### config.mk
export PLATFORM = sky130hd
export DESIGN_NAME = rf_wb_ctrl_flat
export DESIGN_NICKNAME = d
export VERILOG_FILES = /design/src/rtl/rf_ctrl_pkg.sv /design/src/rtl/rf_wb_ctrl_if.sv /design/src/rtl/rf_scoreboard.sv /design/src/rtl/rf_wb_ctrl.sv /design/src/flat_wrapper.sv
export SDC_FILE = /design/constraint.sdc
export NUM_CORES = 1
export LEC_CHECK = 0
export ABC_AREA = 1
export BUFFER_PORTS_ARGS = -buffer_cell sky130_fd_sc_hd__buf_2
export CORE_MARGIN = 10
export CORE_UTILIZATION = 44
export CTS_CLUSTER_DIAMETER = 120
export DETAILED_ROUTE_END_ITERATION = 6
export GPL_ROUTABILITY_DRIVEN = 0
export HOLD_SLACK_MARGIN = 0.15
export MAX_ROUTING_LAYER = met4
export PLACE_DENSITY_LB_ADDON = 0.2
export SLEW_MARGIN = 40
export SYNTH_ARGS = -nofsm -noshare
export SYNTH_HDL_FRONTEND = slang
export SYNTH_SLANG_ARGS = --single-unit
### constraint.sdc
create_clock -name clk -period 2.4 [get_ports clk]
set_clock_uncertainty 0.15 [all_clocks]
set_input_delay 0.12 -clock clk [delete_from_list [all_inputs] [get_ports clk]]
set_output_delay 0.12 -clock clk [all_outputs]
set_load 0.05 [all_outputs]
### src/rtl/rf_ctrl_pkg.sv
// rf_ctrl_pkg: shared types and defaults for the register-file write-back controller.
// Holds the write-back source enum, default widths/arbitration limit and the request bundle.
package rf_ctrl_pkg;

  localparam int DATA_W_DEF   = 32;
  localparam int REG_N_DEF    = 32;
  localparam int AW_DEF       = $clog2(REG_N_DEF);
  localparam int MAX_WAIT_DEF = 2;

  typedef enum logic [1:0] {
    SRC_NONE,
    SRC_ALU,
    SRC_LSU
  } wb_src_e;

  typedef struct packed {
    logic [AW_DEF-1:0]     rd;
    logic [DATA_W_DEF-1:0] data;
  } wb_req_t;

endpackage

### src/rtl/rf_wb_ctrl_if.sv
// rf_wb_if: ALU and LSU write-back valid/ready handshakes.
// master = producers (drive valid/rd/data), slave = controller (drives ready).
interface rf_wb_if #(
  parameter int DW = 32,
  parameter int AW = 5
);

  logic          alu_valid;
  logic [AW-1:0] alu_rd;
  logic [DW-1:0] alu_data;
  logic          alu_ready;

  logic          lsu_valid;
  logic [AW-1:0] lsu_rd;
  logic [DW-1:0] lsu_data;
  logic          lsu_ready;

  modport master (
    output alu_valid, alu_rd, alu_data,
    output lsu_valid, lsu_rd, lsu_data,
    input  alu_ready, lsu_ready
  );

  modport slave (
    input  alu_valid, alu_rd, alu_data,
    input  lsu_valid, lsu_rd, lsu_data,
    output alu_ready, lsu_ready
  );

endinterface

### src/rtl/rf_scoreboard.sv
// rf_scoreboard: busy vector of registers with an outstanding load.
// Ports: set (issue), clear (load return), two source lookups, busy vector out.
module rf_scoreboard #(
  parameter int N  = 32,
  parameter int AW = 5
) (
  input  logic          clk,
  input  logic          reset_n,
  input  logic          set_en,
  input  logic [AW-1:0] set_rd,
  input  logic          clr_en,
  input  logic [AW-1:0] clr_rd,
  input  logic [AW-1:0] rs1,
  input  logic [AW-1:0] rs2,
  output logic [N-1:0]  busy,
  output logic          src_busy
);

  logic [N-1:0] busy_q;
  logic [N-1:0] busy_d;
  logic [N-1:0] set_m;
  logic [N-1:0] clr_m;

  always_comb begin
    set_m = '0;
    clr_m = '0;
    if (set_en) set_m[set_rd] = 1'b1;
    if (clr_en) clr_m[clr_rd] = 1'b1;
    // set applied after clear so a same-cycle re-issue stays busy
    busy_d    = (busy_q & ~clr_m) | set_m;
    busy_d[0] = 1'b0;
  end

  always_ff @(posedge clk) begin
    if (!reset_n) busy_q <= '0;
    else          busy_q <= busy_d;
  end

  assign busy     = busy_q;
  assign src_busy = busy_q[rs1] | busy_q[rs2];

endmodule

### src/rtl/rf_wb_ctrl.sv
// rf_wb_ctrl: arbitrates the single RF write port between ALU and LSU, registers the write,
// tracks outstanding loads and flags decode hazards. Ports: clk, reset_n, wb (slave), issue_*, rs*, hazard, rf_*, busy.
module rf_wb_ctrl
  import rf_ctrl_pkg::*;
#(
  parameter int mode       = DATA_W_DEF,
  parameter int reg_number = REG_N_DEF,
  parameter int MAX_WAIT   = MAX_WAIT_DEF,
  localparam int AW        = $clog2(reg_number)
) (
  input  logic                  clk,
  input  logic                  reset_n,
  rf_wb_if.slave                wb,
  input  logic                  issue_load,
  input  logic [AW-1:0]         issue_rd,
  input  logic [AW-1:0]         rs1_addr,
  input  logic [AW-1:0]         rs2_addr,
  output logic                  hazard,
  output logic                  rf_write,
  output logic [AW-1:0]         rf_sel_write_reg,
  output logic [mode-1:0]       rf_data_in,
  output logic [reg_number-1:0] busy
);

  localparam int WW = $clog2(MAX_WAIT + 1);

  logic [WW-1:0] wait_q;
  logic [WW-1:0] wait_d;
  logic          starve;
  logic          alu_x;
  logic          lsu_x;
  wb_src_e       src;
  wb_req_t       req;
  wb_req_t       wb_q;
  wb_req_t       wb_d;
  logic          rf_write_q;
  logic          rf_write_d;
  logic          src_busy;
  logic          wr_hit;

  assign starve       = (wait_q == WW'(MAX_WAIT));
  assign wb.lsu_ready = reset_n & ~(wb.alu_valid & starve);
  assign wb.alu_ready = reset_n & (~wb.lsu_valid | starve);
  assign alu_x        = wb.alu_valid & wb.alu_ready;
  assign lsu_x        = wb.lsu_valid & wb.lsu_ready;

  always_comb begin
    wait_d = '0;
    if (wb.alu_valid && !wb.alu_ready)
      wait_d = starve ? wait_q : wait_q + 1'b1;
  end

  always_comb begin
    src = SRC_NONE;
    unique case (1'b1)
      alu_x:   src = SRC_ALU;
      lsu_x:   src = SRC_LSU;
      default: src = SRC_NONE;
    endcase
  end

  always_comb begin
    req = '0;
    unique case (src)
      SRC_ALU: begin
        req.rd   = AW_DEF'(wb.alu_rd);
        req.data = DATA_W_DEF'(wb.alu_data);
      end
      SRC_LSU: begin
        req.rd   = AW_DEF'(wb.lsu_rd);
        req.data = DATA_W_DEF'(wb.lsu_data);
      end
      default: req = '0;
    endcase
    // x0 writes are accepted but never reach the register file
    rf_write_d = (src != SRC_NONE) && (req.rd != '0);
    wb_d       = rf_write_d ? req : wb_q;
  end

  always_ff @(posedge clk) begin
    if (!reset_n) begin
      wait_q     <= '0;
      rf_write_q <= 1'b0;
      wb_q       <= '0;
    end else begin
      wait_q     <= wait_d;
      rf_write_q <= rf_write_d;
      wb_q       <= wb_d;
    end
  end

  assign rf_write         = rf_write_q;
  assign rf_sel_write_reg = AW'(wb_q.rd);
  assign rf_data_in       = mode'(wb_q.data);

  rf_scoreboard #(
    .N  (reg_number),
    .AW (AW)
  ) u_sb (
    .clk      (clk),
    .reset_n  (reset_n),
    .set_en   (issue_load && (issue_rd != '0)),
    .set_rd   (issue_rd),
    .clr_en   (lsu_x),
    .clr_rd   (wb.lsu_rd),
    .rs1      (rs1_addr),
    .rs2      (rs2_addr),
    .busy     (busy),
    .src_busy (src_busy)
  );

  // register file not yet written during the write-stage cycle
  assign wr_hit = rf_write_q && (rf_sel_write_reg != '0) &&
                  ((rf_sel_write_reg == rs1_addr) ||
                   (rf_sel_write_reg == rs2_addr));

  assign hazard = src_busy | wr_hit;

endmodule

### src/flat_wrapper.sv
// flat-port wrapper written by rule: the top's interface ports become plain ports
module rf_wb_ctrl_flat import rf_ctrl_pkg::*;
#(
  parameter int mode       = DATA_W_DEF,
  parameter int reg_number = REG_N_DEF,
  parameter int MAX_WAIT   = MAX_WAIT_DEF,
  localparam int AW        = $clog2(reg_number)
)
  (clk, reset_n, issue_load, issue_rd, rs1_addr, rs2_addr, hazard, rf_write, rf_sel_write_reg, rf_data_in, busy, wb_alu_valid, wb_alu_rd, wb_alu_data, wb_lsu_valid, wb_lsu_rd, wb_lsu_data, wb_alu_ready, wb_lsu_ready);
  rf_wb_if #(.DW(32), .AW(5)) wb_i ();
  input  logic clk;
  input  logic reset_n;
  input  logic issue_load;
  input  logic [AW-1:0] issue_rd;
  input  logic [AW-1:0] rs1_addr;
  input  logic [AW-1:0] rs2_addr;
  output logic hazard;
  output logic rf_write;
  output logic [AW-1:0] rf_sel_write_reg;
  output logic [mode-1:0] rf_data_in;
  output logic [reg_number-1:0] busy;
  input wire logic [$bits(wb_i.alu_valid)-1:0] wb_alu_valid;
  input wire logic [$bits(wb_i.alu_rd)-1:0] wb_alu_rd;
  input wire logic [$bits(wb_i.alu_data)-1:0] wb_alu_data;
  input wire logic [$bits(wb_i.lsu_valid)-1:0] wb_lsu_valid;
  input wire logic [$bits(wb_i.lsu_rd)-1:0] wb_lsu_rd;
  input wire logic [$bits(wb_i.lsu_data)-1:0] wb_lsu_data;
  output wire logic [$bits(wb_i.alu_ready)-1:0] wb_alu_ready;
  output wire logic [$bits(wb_i.lsu_ready)-1:0] wb_lsu_ready;
  assign wb_i.alu_valid = wb_alu_valid;
  assign wb_i.alu_rd = wb_alu_rd;
  assign wb_i.alu_data = wb_alu_data;
  assign wb_i.lsu_valid = wb_lsu_valid;
  assign wb_i.lsu_rd = wb_lsu_rd;
  assign wb_i.lsu_data = wb_lsu_data;
  assign wb_alu_ready = wb_i.alu_ready;
  assign wb_lsu_ready = wb_i.lsu_ready;
  rf_wb_ctrl #(.mode(mode), .reg_number(reg_number), .MAX_WAIT(MAX_WAIT)) u_core (.clk(clk), .reset_n(reset_n), .wb(wb_i), .issue_load(issue_load), .issue_rd(issue_rd), .rs1_addr(rs1_addr), .rs2_addr(rs2_addr), .hazard(hazard), .rf_write(rf_write), .rf_sel_write_reg(rf_sel_write_reg), .rf_data_in(rf_data_in), .busy(busy));
endmodule
Word-level counts from Yosys, hierarchy flattened
Cells that the tools add are included.

Output and inout port bits: 73. Bits of input ports: 94. Register bits after elaboration: 72.

Reductions and logical operators: 14. Equal/unequal tests: 5. Add/subtract/negate cells: 1. Magnitude comparators: 6. Bitwise gates (word level): 13. Muxes and demuxes: 12.

Operators with widths (count): case mux 37 bit (2 select lines) (1); two-way mux 32 bit (2); bitwise AND 32 bit (1); NOT 32 bit (1); OR 32 bit (1); less-than comparator 5 x 6 -> 1 bit (second input constant) (4); nonzero test 5 bit (3); binary-select mux 1 bit (select 5 bit) (2); demux 1 bit (select 5 bit) (2); == test 5 bit (2); greater-or-equal comparator 5 x 1 -> 1 bit (second input constant) (2); logical AND 1 bit (7); bitwise AND 1 bit (5); == test 2 bit (second input constant) (2); two-way mux 1 bit (4); case mux 2 bit (2 select lines) (1); OR 1 bit (3); adder 2 x 1 -> 2 bit (second input constant) (1); == test 2 x 1 -> 1 bit (second input constant) (1); NOT 1 bit (2); AND reduction 2 bit (1); nonzero test 2 bit (1); zero test 1 bit (1); logical OR 1 bit (1).

Depth between registers and ports, before layout
Gate-level depths: netlist (run 1).

Depth after elaboration: 10. Gate-level depth with buffers: 17.

Hierarchy
From an unflattened synthesis (run 1), not the netlist that was laid out.

Cell total of the unflattened synthesis: 703. Area, all modules: 4404.2 um^2.

By module, submodules not included: rf_wb_ctrl (instances 1, cells an instance 370, area an instance 2389.8 um^2); rf_scoreboard (instances 1, cells an instance 333, area an instance 2014.4 um^2).

Worst setup path before layout (run 1)
No wires, ideal clock.

Kind: register to register. From: register u_core.wait_q[0]. To: register u_core.wb_q, in the netlist u_core.rf_data_in[0]. Setup slack: -0.641 ns. Cell stages (with the launch flop): 15. Data required time: 2.136 ns. Arrival: 2.777 ns. Period minus slack after synthesis: 3.041 ns. Library setup time: 0.114 ns. Buffers on the path: 2. Cells stage by stage: dfxtp_1 -> inv_1 -> ha_1 -> nor2_1 -> nor2_1 -> nand2_1 -> ha_1 -> clkbuf_1 -> nand2_1 -> nand3_2 -> o21ai_4 -> nor2_8 -> buf_6 -> nand2_1 -> nand2_1.

RTL lines: start: declaration (RTL line rf_wb_ctrl.sv:27) `logic [WW-1:0] wait_q;`; start signal: assignment (RTL line rf_wb_ctrl.sv:86) `wait_q <= wait_d;`; == test 2 bit * (RTL line rf_wb_ctrl.sv:41) `assign starve = (wait_q == WW'(MAX_WAIT));`; OR 1 bit * (RTL line rf_wb_ctrl.sv:43) `assign wb.alu_ready = reset_n & (~wb.lsu_valid | starve);`; bitwise AND 1 bit * (RTL line rf_wb_ctrl.sv:43); named net wb_alu_ready (RTL line flat_wrapper.sv:28) `output wire logic [$bits(wb_i.alu_ready)-1:0] wb_alu_ready;`; bitwise AND 1 bit * (RTL line rf_wb_ctrl.sv:44) `assign alu_x = wb.alu_valid & wb.alu_ready;`; case mux 2 bit (2 select lines) * (RTL line rf_wb_ctrl.sv:55) `unique case (1'b1)`; == test 2 bit or == test 2 x 1 -> 1 bit (tied branches) (RTL line rf_wb_ctrl.sv:64) `unique case (src)`; case mux 37 bit (2 select lines) (RTL line rf_wb_ctrl.sv:64); nonzero test 5 bit (RTL line rf_wb_ctrl.sv:76) `rf_write_d = (src != SRC_NONE) && (req.rd != '0);`; logical AND 1 bit (RTL line rf_wb_ctrl.sv:76); end signal: assignment (RTL line rf_wb_ctrl.sv:88) `wb_q <= wb_d;`; end: declaration (RTL line rf_wb_ctrl.sv:34) `wb_req_t wb_q;`.

Mark *: on every way through the listed nets, which the timed path passes. The rest lies on a longest branch. A chain may end at the register's enable or synchronous reset.

Worst setup path in the final report (run 1)
From: register u_core.wait_q[0]. To: register u_core.wb_q, in the netlist u_core.rf_data_in[6].

Word-level cells in the longest chain between the ends: 10.

RTL lines: == test 2 bit * (RTL line rf_wb_ctrl.sv:41); bitwise AND 1 bit (RTL line rf_wb_ctrl.sv:42) `assign wb.lsu_ready = reset_n & ~(wb.alu_valid & starve);`; NOT 1 bit (RTL line rf_wb_ctrl.sv:42); bitwise AND 1 bit (RTL line rf_wb_ctrl.sv:42); bitwise AND 1 bit (RTL line rf_wb_ctrl.sv:45) `assign lsu_x = wb.lsu_valid & wb.lsu_ready;`; case mux 2 bit (2 select lines) * (RTL line rf_wb_ctrl.sv:55); == test 2 bit or == test 2 x 1 -> 1 bit (tied branches) (RTL line rf_wb_ctrl.sv:64); case mux 37 bit (2 select lines) (RTL line rf_wb_ctrl.sv:64); nonzero test 5 bit (RTL line rf_wb_ctrl.sv:76); logical AND 1 bit (RTL line rf_wb_ctrl.sv:76).

Every way passes the cells marked *; elsewhere a longest branch is shown, timed or not.

==> results of run 1 <==
==> what timing repair did <==
action,CTS,global route
hold buffers,89,0
setup buffers,0,8
gates resized for setup,0,19
pin swaps,1,16
endpoints found under the setup margin,1,39
endpoints found under the hold margin,70,0
gates cloned,0,6
==> worst paths after layout <==
path	from	endpoint	cells past startpoint
hold reg to reg	u_core.rf_data_in[3]	u_core.rf_data_in[3]	2
hold / removal	reset_n	u_core.rf_data_in[16]	4
setup reg to reg	u_core.wait_q[0]	u_core.rf_data_in[6]	17
setup / recovery	u_core.wait_q[0]	u_core.rf_data_in[6]	17
==> kinds of logic (layout without fill, tap and decap cells) <==
group | count (synthesis) | count (layout)
buf+inv | 96 | 354
other cells | 1 | 6
compound gates | 109 | 109
xor+xnor | 6 | 6
flops | 71 | 71
simple gates | 393 | 396
fa+ha+maj | 4 | 4
==> cell usage in the layout (no fill, tap or decap), types with 2 or more instances in the layout <==
cell,instances
a21oi_1,68
buf_2,165
buf_4,15
buf_6,5
bufinv_16,3
clkbuf_16,2
clkbuf_8,9
clkinv_1,2
dfxtp_1,69
dfxtp_2,2
diode_2,5
dlygate4sd3_1,87
ha_4,4
inv_1,54
inv_2,3
inv_4,2
inv_6,2
nand2_1,256
nand2_2,4
nand2_4,2
nand3_1,95
nand3_2,2
nor2_1,12
nor2_2,3
nor2_4,5
nor3_1,12
nor4_1,2
o211ai_1,2
o21ai_0,25
o21ai_1,8
o21ai_2,2
o21ai_4,2
xnor2_1,2
xor2_1,4
==> power by group through the flow <==
stage	Clock, mW	Sequential (mW)	Combinational (mW)
detailed placement	0	1.24	0.516
floorplan	0	1.28	0.298
global placement	0	1.23	0.507
global route	1.22	1.21	0.751
CTS	1.16	1.21	0.624
finish	1.17	1.21	0.701
==> through the flow <==
step                      util (%)  worst slack, ns  std cells  hold WS (ns)  TNS (ns)
after floorplan                  -          -0.0869        680         0.101     -2.56
after global placement        56.0            0.120        954         0.252         0
after detailed placement      56.0           0.0429        954         0.254         0
after CTS                     68.2           0.0180       1059         0.180         0
after global routing          70.2           -0.208       1075         0.210     -3.05
final                         70.2           -0.126       1075         0.195    -0.255
==> layout make-up <==
| cell class | count | area, um2 | area share [%] |
|---|---|---|---|
| well taps | 129 | 161 | 2.48 |
| clock inverters | 7 | 120 | 1.84 |
| flip-flops and latches | 71 | 1420 | 21.8 |
| diodes | 5 | 12.5 | 0.192 |
| repair buffers | 276 | 1950 | 29.9 |
| clock buffers | 9 | 124 | 1.90 |
| inverters | 62 | 243 | 3.72 |
| multi-input cells | 516 | 2480 | 38.1 |
==> layer usage <==
| metal | part of all wire, % | global-route usage (%) | vias to the layer above |
|---|---|---|---|
| met3 | 9.9 | 6.00 | 93 |
| li1 | - | - | 2722 |
| met2 | 47 | 40.3 | 420 |
| met5 | 0 | - | - |
| met4 | 5.0 | 12.8 | 0 |
| met1 | 38 | 27.3 | 2704 |
==> critical path: stages (launching register included) <==
cell and delay (ns):
dfxtp_2 0.34, inv_2 0.04, ha_4 0.17, nor2_4 0.14, nor2_4 0.06, nand2_4 0.09
inv_2 0.05, ha_4 0.18, nand2_1 0.06, o21ai_1 0.06, nand2_1 0.10, nand3_2 0.12
o21ai_4 0.26, buf_6 0.17, nor2_4 0.05, buf_6 0.15, nand2_1 0.07, nand2_1 0.12
==> results_dict.tcl, run 1 <==
set metrics [dict create \
    required_ns 2.46 \
    layout_setup_ws_ns -0.126 \
    drv_slew 0 \
    antenna_found_initial 5 \
    largest_reg_flops 32 \
    critPathArrivalTime_ns 2.59 \
    yosysMostFrequentCell "nand2_1" \
    die_h_um 118 \
    swShare_pct 29.4 \
    synthArstFlopShare_pct 0 \
    yosys-top-cells-area "dfxtp_1 34%, nand2_1 23%, nand3_1 11%, a21oi_1 8.1%, inv_1 5.2%" \
    drive_gt1_share_pct 25.6 \
    route.detailed.vias_per_inst 5.52 \
    pwr-share-comb_pct 22.8 \
    fillers 706 \
    grt_max_degree 37 \
    max_slew.worst_pin.slew_ns 0.492 \
    hold_path_class "in2reg" \
    syn_inst 680 \
    die_area_mm2 0.0138 \
    cap_violations 0 \
    ys_seq_elements 71 \
    first_pass_iters 6 \
    fmax_ghz 0.396 \
    leakage_nw 3.14 \
    insertion_delay_ns 0.34 \
    nNetsFinal 1034 \
    dpl_cell_area_mm2 0.00520 \
    synth_compound_area_share_pct 13.7 \
    grt_pass1_vias 5818 \
    yosys.area_share.simple_pct 39.3 \
    clkPwrFrac_pct 38.0 \
    coreArea_mm2 0.00928 \
    synth_top_family_by_area "simple AND/OR/NAND/NOR gates" \
    r2r_slack_ns -0.13 \
    finalCritPeriodShare_pct 105 \
    cts_tree "yes" \
    relSlewSlack_pct 66.9 \
    yosys.cell_types.count 31 \
    synth_top_flop_cell "dfxtp_1" \
    ant_nets 0 \
    grt-ovfl-total 0 \
    clock_sinks 71 \
    outcome "complete, but fails checks" \
    yosysTopAreaCell "dfxtp_1" \
    fin_crit_ns 2.53 \
    synth_xor_area_share_pct 1.25 \
    rsz0062_at_grt "yes" \
    dp.final_hpwl_um 11500 \
    synth.mux.area_fraction_pct 0 \
    power_density_mw_per_mm2 472 \
    violations "setup timing" \
    hold_viol 0 \
    p_int_mw 2.17 \
    setup_viol 13 \
    htree_levels 3 \
    crit_type "reg2reg" \
    port_buffers 165 \
    grt_util_all_layers_pct 24.7 \
    cts-root-buf "clkbuf_8" \
    grt_pass1_wl_um 28200 \
    p_total_mw 3.08 \
    cp_max_fo 7 \
    syn_area_mm2 0.00420 \
    p_sw_uw 904 \
    sequentialPowerShare_pct 39.3 \
    vdd_drop_max_uv 296 \
    synth_edf_count 0 \
    clk_pin_slew_ns 0.08 \
    postSynthAreaPerCell_um2 6.17 \
    synthTopCellsByCount "261 x nand2_1, 96 x nand3_1, 71 x dfxtp_1" \
    drtIter0Drc 778 \
    cts_buffer_depth 2 \
    worst_setup_path_end_kind "flip-flop" \
    cts_buffers 9 \
    num_vias 5939 \
    ys_warn_count 0 \
    wl_um 19100 \
    syn_nets 778 \
    initial_core_util_pct 45.2 \
    io_pins 167 \
    synthAdderAreaFrac_pct 1.19 \
    stdcell_area_mm2 0.00652 \
    avgRoutedWirePerCell_um 17.8 \
    area_growth_pct 55.3 \
    die_w_um 118 \
    drcViolationCount 0 \
    synth_top_area_share_pct 33.9 \
    critPathLaunchType "flip-flop" \
    synth-seq-area-share_pct 33.9 \
    rows 35 \
]
Power figures use the tool's default switching activity.
==> run 2, diff against run 1 <==
- MAX_ROUTING_LAYER: met4 -> unset
- PLACE_DENSITY: unset -> 0.81
- PLACE_DENSITY_LB_ADDON: 0.2 -> unset
==> run 2 against run 1 <==
Against the previous run: worst setup slack gained 0.21 ns; the run now ends clean; final area shrank 0.67%; highest routed layer unchanged; via count shrank 3.0%; register-to-register slack gained 0.21 ns; critical path type unchanged.
==> results_dict.tcl, run 2 (synthesized netlist as in run 1, its figures left out) <==
set metrics [dict create \
    outcome "completed" \
    critPathArrivalTime_ns 2.44 \
    io_pins 167 \
    setup_viol 0 \
    grt_util_all_layers_pct 25.0 \
    clk_pin_slew_ns 0.09 \
    drv_slew 0 \
    crit_start "u_core.wait_q[0]" \
    hold_path_class "in2reg" \
    avgRoutedWirePerCell_um 17.1 \
    htree_levels 3 \
    die_area_mm2 0.0138 \
    hold_viol 0 \
    cts_buffer_depth 2 \
    postLayoutCoreUtil_pct 69.8 \
    finalCritPeriodShare_pct 96.7 \
    required_ns 2.52 \
    min_from "reset_n" \
    final_cell_mix "256 x nand2_1, 165 x buf_2, 95 x nand3_1" \
    insertion_delay_ns 0.35 \
    critPathLaunchType "flip-flop" \
    cts_tree "yes" \
    grt_max_degree 37 \
    drive_gt1_share_pct 25.0 \
    route.detailed.vias_per_inst 5.40 \
    nNetsFinal 1028 \
    antenna_found_initial 3 \
    dp.final_hpwl_um 11100 \
    first_pass_iters 6 \
    cts_buffers 9 \
    grt_pass1_vias 5780 \
    port_buffers 165 \
    largest_reg_flops 32 \
    fin_crit_ns 2.32 \
    grt_pass1_wl_um 29100 \
    coreArea_mm2 0.00928 \
    max_slew.worst_pin.slew_ns 0.612 \
    clock_sinks 71 \
    drtIter0Drc 660 \
    cap_violations 0 \
    worst_setup_path_end_kind "flip-flop" \
    cts-root-buf "clkbuf_8" \
    area_growth_pct 54.3 \
    leakage_nw 3.13 \
    vdd_drop_max_uv 327 \
    wl_um 18200 \
    final_common_cell "nand2_1" \
    die_w_um 118 \
    reg2reg_from "u_core.wait_q[0]" \
    grt-ovfl-total 0 \
    relSlewSlack_pct 58.9 \
    cp_max_fo 5 \
    p_total_mw 3.11 \
    fmax_ghz 0.431 \
    initial_core_util_pct 45.2 \
    num_vias 5762 \
    crit_type "reg2reg" \
    rows 35 \
    drcViolationCount 0 \
    ant_nets 0 \
    power_density_mw_per_mm2 480 \
    die_h_um 118 \
]
[run 2: layout make-up]
type	instances	area (um2)
flip-flops and latches	71	1420
clock buffers	10	138
clock inverters	6	115
well taps	129	161
repair buffers	273	1940
fillers	729	2810
diodes	3	7.51
inverters	62	243
multi-input cells	513	2450
[run 2: worst max-delay path: stages, from the launching register on]
cell           delay [ns]
dfxtp_2              0.34
inv_2                0.04
ha_4                 0.17
a21oi_4              0.18
nand2_4              0.11
inv_2                0.08
ha_4                 0.15
inv_6                0.04
o21ai_2              0.13
dlygate4sd3_1        0.57
nand3_1              0.08
a21oi_1              0.19
[run 2: path summary, 6_finish.rpt]
kind	to	cells past startpoint	slack (ns)
worst max-delay path	u_core.rf_sel_write_reg[0]	11	0.08
worst min-delay path	u_core.rf_data_in[16]	4	0.19
worst max register to register	u_core.rf_sel_write_reg[0]	11	0.08
worst min register to register	u_core.rf_data_in[16]	2	0.32
[run 2: repair_timing]
action / CTS / global route
buffers inserted: 0 / 3
cloned: 0 / 4
hold buffers: 89 / 0
setup endpoints to repair: 23 / 40
hold endpoints to repair: 70 / 0
resized for setup: 1 / 16
pin swaps: 0 / 4
[run 2: through the flow]
stage          setup WS, ns  std cells  TNS (ns)  hold slack [ns]  area (um2)
2_1_floorplan       -0.0869        680     -2.56            0.101        4300
3_3_place_gp         0.0658        954         0            0.252        5180
3_5_place_dp        -0.0222        954   -0.0410            0.260        5180
4_1_cts              0.0234       1059         0            0.170        6330
5_1_grt             -0.0605       1067    -0.473            0.202        6480
6_report             0.0793       1067         0            0.188        6480
[run 2: layer usage]
metal  up-vias  track usage [%]  part of all wire (%)
met2       408             40.1                    47
met4         0             13.3                   4.9
met1      2585             28.3                    36
li1       2692                -                     -
met5         -                0                     0
met3        77             9.02                    12
[run 2: report_power, final]
| part | leakage, nW | switching (mW) | internal (mW) |
|---|---|---|---|
| sequential | 0.574 | 0.0159 | 1.19 |
| clock | 0.124 | 0.503 | 0.726 |
| combinational | 2.43 | 0.394 | 0.279 |
